$ cat config.mk
export PLATFORM = sky130hd
export DESIGN_NAME = ifu_pf
export DESIGN_NICKNAME = d
export VERILOG_FILES = /design/src/rtl/ifu_pkg.sv /design/src/rtl/ifu_ibuf.sv /design/src/rtl/ifu_pf.sv
export VERILOG_INCLUDE_DIRS = /design/src /design/src/rtl
export SDC_FILE = /design/constraint.sdc
export NUM_CORES = 1
export LEC_CHECK = 0
export BUFFER_PORTS_ARGS = -buffer_cell sky130_fd_sc_hd__buf_2
export CORE_ASPECT_RATIO = 0.7
export CORE_MARGIN = 4
export CORE_UTILIZATION = 32
export DETAILED_ROUTE_END_ITERATION = 10
export SLEW_MARGIN = 10
export SYNTH_ARGS = -nofsm -noshare
export SYNTH_HDL_FRONTEND = slang
export SYNTH_SLANG_ARGS = --single-unit
$ cat constraint.sdc
create_clock -name clk -period 5.16 [get_ports clk]
set_input_delay 0.516 -clock clk [delete_from_list [all_inputs] [get_ports clk]]
set_output_delay 0.516 -clock clk [all_outputs]
set_load 0.02 [all_outputs]
$ cat src/rtl/isa.svh
// ISA-wide widths shared by the fetch unit and its package.
`ifndef ISA_SVH
`define ISA_SVH
`define RV_PC_SIZE 32
`define RV_IR_SIZE 32
`endif

$ cat src/rtl/ifu_pkg.sv
// Shared types and constants for the prefetching instruction fetch unit.
`include "isa.svh"
package ifu_pkg;
  localparam int IFU_PC_W    = `RV_PC_SIZE;
  localparam int IFU_IR_W    = `RV_IR_SIZE;
  localparam int IFU_PC_STEP = 4;

  typedef struct packed {
    logic [IFU_PC_W-1:0] pc;
    logic [IFU_IR_W-1:0] ir;
  } ibuf_entry_t;
endpackage

$ cat src/rtl/ifu_ibuf.sv
// Instruction buffer: synchronous FIFO of {pc, ir} with flush and concurrent push/pop.
module ifu_ibuf
  import ifu_pkg::*;
#(
  parameter int DEPTH = 4,
  localparam int AW = $clog2(DEPTH)
) (
  input  logic        clk,
  input  logic        rst_n,
  input  logic        flush_i,
  input  logic        push_i,
  input  ibuf_entry_t push_data_i,
  input  logic        pop_i,
  output ibuf_entry_t head_o,
  output logic        empty_o,
  output logic [AW:0] count_o
);
  localparam logic [AW:0] PTR_ONE = 1;

  ibuf_entry_t mem_q [DEPTH];
  logic [AW:0] wr_ptr_q, wr_ptr_d, rd_ptr_q, rd_ptr_d;
  logic        full, do_push, do_pop;

  // Extra pointer MSB distinguishes full from empty when the indices match.
  assign empty_o = (wr_ptr_q == rd_ptr_q);
  assign full    = (wr_ptr_q[AW] != rd_ptr_q[AW]) &&
                   (wr_ptr_q[AW-1:0] == rd_ptr_q[AW-1:0]);
  assign count_o = wr_ptr_q - rd_ptr_q;
  assign do_pop  = pop_i & ~empty_o;
  assign do_push = push_i & (~full | do_pop);
  assign head_o  = mem_q[rd_ptr_q[AW-1:0]];

  always_comb begin
    wr_ptr_d = wr_ptr_q;
    rd_ptr_d = rd_ptr_q;
    if (flush_i) begin
      wr_ptr_d = '0;
      rd_ptr_d = '0;
    end else begin
      if (do_push) wr_ptr_d = wr_ptr_q + PTR_ONE;
      if (do_pop)  rd_ptr_d = rd_ptr_q + PTR_ONE;
    end
  end

  always_ff @(posedge clk or negedge rst_n) begin
    if (!rst_n) begin
      wr_ptr_q <= '0;
      rd_ptr_q <= '0;
    end else begin
      wr_ptr_q <= wr_ptr_d;
      rd_ptr_q <= rd_ptr_d;
    end
  end

  always_ff @(posedge clk) begin
    if (do_push && !flush_i) mem_q[wr_ptr_q[AW-1:0]] <= push_data_i;
  end
endmodule

$ cat src/rtl/ifu_pf.sv
// Prefetching fetch unit: keeps up to OUTSTD bus requests in flight, buffers
// returned instructions with their PCs, and flushes/restarts on redirect.
`include "isa.svh"
module ifu_pf
  import ifu_pkg::*;
#(
  parameter int              PC_W       = `RV_PC_SIZE,
  parameter int              IR_W       = `RV_IR_SIZE,
  parameter int              OUTSTD     = 2,
  parameter int              IBUF_DEPTH = 4,
  parameter logic [PC_W-1:0] RST_PC     = '0
) (
  input  logic            clk,
  input  logic            rst_n,
  output logic            fch_req_vld,
  input  logic            fch_req_rdy,
  output logic [PC_W-1:0] fch_req_pc,
  input  logic            fch_rsp_vld,
  output logic            fch_rsp_rdy,
  input  logic [IR_W-1:0] fch_rsp_ir,
  output logic            ex_req_vld,
  input  logic            ex_req_rdy,
  output logic [IR_W-1:0] ex_req_ir,
  output logic [PC_W-1:0] ex_req_pc,
  input  logic            redir_vld,
  input  logic [PC_W-1:0] redir_pc
);
  localparam int CW = $clog2(OUTSTD + 1);
  localparam int OW = $clog2(IBUF_DEPTH) + 1;
  localparam int SW = ((CW > OW) ? CW : OW) + 1;
  localparam logic [PC_W-1:0] STEP = PC_W'(IFU_PC_STEP);

  logic            run_q;
  logic [PC_W-1:0] fetch_pc_q, fetch_pc_d, rsp_pc_q, rsp_pc_d, redir_tgt;
  logic [CW-1:0]   inflight_q, inflight_d, drop_q, drop_d;
  logic [OW-1:0]   occ;
  logic [SW-1:0]   reserved;
  logic            req_hsk, rsp_hsk, stale, push, pop, ibuf_empty;
  ibuf_entry_t     push_ent, head;

  assign redir_tgt   = redir_pc & ~PC_W'(3);
  // Buffer slots are reserved at issue, so live requests count against capacity.
  assign reserved    = SW'(inflight_q) - SW'(drop_q) + SW'(occ);
  assign fch_req_vld = run_q & ~redir_vld & (inflight_q < CW'(OUTSTD)) &
                       (reserved < SW'(IBUF_DEPTH));
  assign fch_req_pc  = fetch_pc_q;
  assign fch_rsp_rdy = 1'b1;
  assign req_hsk     = fch_req_vld & fch_req_rdy;
  assign rsp_hsk     = fch_rsp_vld;
  assign stale       = (drop_q != '0) | redir_vld;
  assign push        = rsp_hsk & ~stale;
  assign ex_req_vld  = ~ibuf_empty & ~redir_vld;
  assign pop         = ex_req_vld & ex_req_rdy;
  assign ex_req_ir   = ibuf_empty ? '0 : head.ir;
  assign ex_req_pc   = ibuf_empty ? '0 : head.pc;

  always_comb begin
    push_ent.pc = rsp_pc_q;
    push_ent.ir = fch_rsp_ir;
  end

  ifu_ibuf #(.DEPTH(IBUF_DEPTH)) u_ibuf (
    .clk         (clk),
    .rst_n       (rst_n),
    .flush_i     (redir_vld),
    .push_i      (push),
    .push_data_i (push_ent),
    .pop_i       (pop),
    .head_o      (head),
    .empty_o     (ibuf_empty),
    .count_o     (occ)
  );

  always_comb begin
    fetch_pc_d = fetch_pc_q;
    rsp_pc_d   = rsp_pc_q;
    inflight_d = inflight_q + CW'(req_hsk) - CW'(rsp_hsk);
    drop_d     = drop_q;
    if (redir_vld) begin
      fetch_pc_d = redir_tgt;
      rsp_pc_d   = redir_tgt;
      drop_d     = inflight_q - CW'(rsp_hsk);
    end else begin
      if (req_hsk) fetch_pc_d = fetch_pc_q + STEP;
      if (push)    rsp_pc_d   = rsp_pc_q + STEP;
      if (rsp_hsk && drop_q != '0) drop_d = drop_q - CW'(1);
    end
  end

  always_ff @(posedge clk or negedge rst_n) begin
    if (!rst_n) begin
      run_q      <= 1'b0;
      fetch_pc_q <= RST_PC;
      rsp_pc_q   <= RST_PC;
      inflight_q <= '0;
      drop_q     <= '0;
    end else begin
      run_q      <= 1'b1;
      fetch_pc_q <= fetch_pc_d;
      rsp_pc_q   <= rsp_pc_d;
      inflight_q <= inflight_d;
      drop_q     <= drop_d;
    end
  end
endmodule
==> reports/metrics.csv <==
stage,metric,value,unit
global_routing,met1 Usage GRT,20.8,%
drt,remaining antenna violation count,0,
yosys,Synth top area share,54.3,%
global_routing,global route overflow,0,
yosys,largest area contributor in the netlist,edfxtp_1,
timing,Final Critical Period,4.38,ns
placement,HPWL after DPL,21500,µm
floorplanning,die area,46300,µm²
yosys,Post-Syn Instances,842,
worst_setup_path,WP data arrival,3.86,ns
timing,Slew Limit Fails,0,
clock_network,Post-CTS Setup Inserts,0,
global_routing,vias in the first global route,8204,
drt,First DRT Iteration DRCs,627,
worst_setup_path,RR Endpoint,inflight_q[1]$_DFF_PN0_,
yosys,yosys warns,0,
placement,dpl cells,1532,
global_routing,met2 Usage GRT,21.6,%
drt,Residual DRC,0,
yosys,multiplexer share of the synthesized area,12.3,%
floorplanning,Initial Util,32.4,%
hold_path,Worst Hold Launch,fch_rsp_ir[7],
yosys,"Distinct cells, synth",56,
floorplanning,Die W,255,µm
pwr,P_leak,5.71,nW
pwr,VDD IR max,0.218,mV
global_routing,first-pass GRT wire length,51000,µm
finish,Syn-to-layout area delta,18.3,%
global_routing,GR met3 Demand/Resource,3.11,%
timing,period utilization,84.9,%
clock_network,Worst-Skew Late Latency,0.52,ns
clock_network,CTS tree,done,
finish,share of cells above drive strength 1,31.6,%
clock_network,clock slew seen by the registers of the worst setup and hold paths,0.06,ns
worst_setup_path,Setup crit end kind,output pin,
worst_setup_path,CP Data Required Time,4.64,ns
floorplanning,CORE AREA,42300,µm²
worst_setup_path,worst r2r path cells,13,
hold_path,Hold Path Depth,1,
yosys,leading register cell type out of synthesis,edfxtp_1,
job,maxcap violations,0,
finish,final std cells w/o fill,1595,
worst_setup_path,r2r setup slk,1.37,ns
global_routing,largest net degree at the start of global routing,79,
placement,port buffer count,161,
timing,setup skew after layout,0.0219,ns
timing,Setup TNS,0,ns
finish,# nets final,1106,
drt,WL per Instance,20.5,µm
yosys,Seq cells post-synth,319,
hold_path,WHS Endpoint,u_ibuf.mem_q[0][7]$_DFFE_PP_,
drt,final wirelength,32700,µm
yosys,register area share after synthesis,67.3,%
floorplanning,row count,63,
placement,placed cell area,15200,µm²
yosys,adder and majority cell fraction of the synthesized area,1.75,%
finish,Finished Cell Area,16200,µm²
placement,RePlAce Congestion,0.797,
yosys,compound-gate portion of the synthesized area,3.92,%
hold_path,worst hold path type,input pin to register,
clock_network,Clock Sinks,319,
status,status,completed,
worst_setup_path,max incr delay on CP,0.62,ns
timing,Setup Viol. Count Final,0,
yosys,Post-Synth XOR/XNOR Area,3.07,%
worst_setup_path,critical path class,register to output pin,
pwr,power per cell area,479,nW/µm²
drt,TritonRoute pass-1 iters,5,
clock_network,CTS Buf Count,35,
timing,worst slew pin tran,0.883,ns
worst_setup_path,CP Max Fanout,15,
drt,vias per inst,4.94,
worst_setup_path,CP Launch Type,register,
timing,slew margin rel.,41.2,%
worst_setup_path,CP cell instances,"inv_1, ha_1, inv_1, fa_1, ha_1, nor3b_2, o211a_1, nor2_1, nor4b_1, buf_2",
floorplanning,die height,181,µm
yosys,synthesized cell area,13700,µm²
timing,endpoints failing hold,0,
yosys,"top cells by area, synth","edfxtp_1 54%, dfrtp_1 13%, mux4_2 10%, nor2b_1 2.8%, xnor2_1 1.9%",
global_routing,antenna violations before repair,2,
yosys,Async SR Flop Fraction,22.3,%
timing,fmax,228,MHz
clock_network,CTS root buffer,clkbuf_16,
global_routing,layer with the highest usage,met2,
clock_network,H-tree levels,2,
clock_network,Max clock buf depth,3,
yosys,largest family of logic cells by synthesized area,multiplexers,
yosys,Post-synth EDFFs,248,
worst_setup_path,CP max-delay cell,nor4b_1,
worst_setup_path,worst r2r src,u_ibuf.wr_ptr_q[0]$_DFFE_PN0P_,
yosys,syn_area_per_cell,16.3,µm²
global_routing,GRT Overall Usage,14.1,%
finish,Inserted Diodes,0,
timing,RSZ-0062 raised after global routing,no,
yosys,Simple-Gate Fraction of Synth Area,9.69,%
drt,DR vias,7882,
floorplanning,Ports,169,
## cell families (layout without fill, tap and decap cells)
logic type	count (synthesis)	after routing
DFF	319	319
and+or+nand+nor	226	226
muxes	88	88
AOI/OAI and AO/OA	79	79
buffers and inverters	62	259
xor gates and xnor gates	48	48
adders and majority gates	18	18
other	2	6
## state kept, by name, summed over array words and instances, names as in the netlist
name	flops
drop_q	2
fch_req_pc	30
inflight_q	2
rsp_pc_q	30
run_q	1
u_ibuf.mem_q	248
u_ibuf.rd_ptr_q	3
u_ibuf.wr_ptr_q	3
## area by class of cell
| class | instances | area (µm²) |
|---|---|---|
| inverters | 18 | 67.6 |
| repair buffers | 179 | 943 |
| fillers | 3980 | 26100 |
| flip-flops and latches | 319 | 9230 |
| clock buffers | 46 | 960 |
| clock inverters | 16 | 82.6 |
| multi-input cells | 465 | 4250 |
| well taps | 552 | 691 |
## what timing repair did
action,4_1_cts,5_1_grt
hold buffers,1,0
endpoints found under the hold margin,19,0
resized for setup,0,0
## placed cells by master (no fill, tap or decap), types with 16 or more instances in the layout
cell	instances
nor2b_1	62
edfxtp_1	248
xnor2_1	30
a21oi_1	18
clkbuf_16	37
nor2_1	34
nand2_1	28
mux4_2	62
ha_1	16
buf_2	161
inv_1	17
buf_4	17
mux2_2	20
xor2_1	18
dfrtp_1	69
## power breakdown
part	internal (W)	switching, W
registers	0.00296	0.000140
logic	0.000933	0.00144
clock network	0.00131	0.000982
## worst max-delay path by stage
stage / start / endpoint / slack, ns / cells after the start
after floorplan: u_ibuf.rd_ptr_q[1]$_DFFE_PN0P_ / u_ibuf.mem_q[3][0]$_DFFE_PP_ / 1.07 / 7
after global placement: u_ibuf.wr_ptr_q[0]$_DFFE_PN0P_ / fch_req_vld / 1.38 / 10
after detailed placement: u_ibuf.wr_ptr_q[0]$_DFFE_PN0P_ / fch_req_vld / 1.32 / 10
after CTS: u_ibuf.wr_ptr_q[0]$_DFFE_PN0P_ / fch_req_vld / 0.75 / 10
after global routing: u_ibuf.wr_ptr_q[0]$_DFFE_PN0P_ / fch_req_vld / 0.60 / 10
final: u_ibuf.wr_ptr_q[0]$_DFFE_PN0P_ / fch_req_vld / 0.78 / 10
## Yosys cell counts (17+ instances only)
library cell and count:
nor2b_1 62, mux2_2 20, edfxtp_1 248, xnor2_1 30
nor2_1 35, mux4_2 62, clkbuf_1 22, inv_1 17
dfrtp_1 71, a21oi_1 18, xor2_1 18, nand2_1 28
## per-stage QoR
stage | hold slack [ns] | worst slack [ns] | utilization [%] | power, W
floorplan | 0.220 | 1.07 | - | 0.00478
global route | 0.198 | 0.595 | 38.3 | 0.00825
CTS | 0.187 | 0.747 | 38.3 | 0.00794
global placement | 0.498 | 1.38 | 35.8 | 0.00558
finish | 0.227 | 0.781 | 38.3 | 0.00777
detailed placement | 0.500 | 1.32 | 35.8 | 0.00561
## layer usage
metal / up-vias / part of all wire, %
li1: 3610 / -
met1: 3984 / 48
met2: 242 / 45
met3: 44 / 5.5
met4: 2 / 1.7
met5: - / 0.037
## worst max-delay path, delay by kind of cell, from the launching register on
family,cells,cell delay [ns]
AND/OR/NAND/NOR,3,1.05
flip-flops,1,0.42
adder cells (fa/ha/maj),3,0.88
buffers and inverters,3,0.47
AO/OA/AOI/OAI,1,0.53
(Power assumes the default switching activity.)
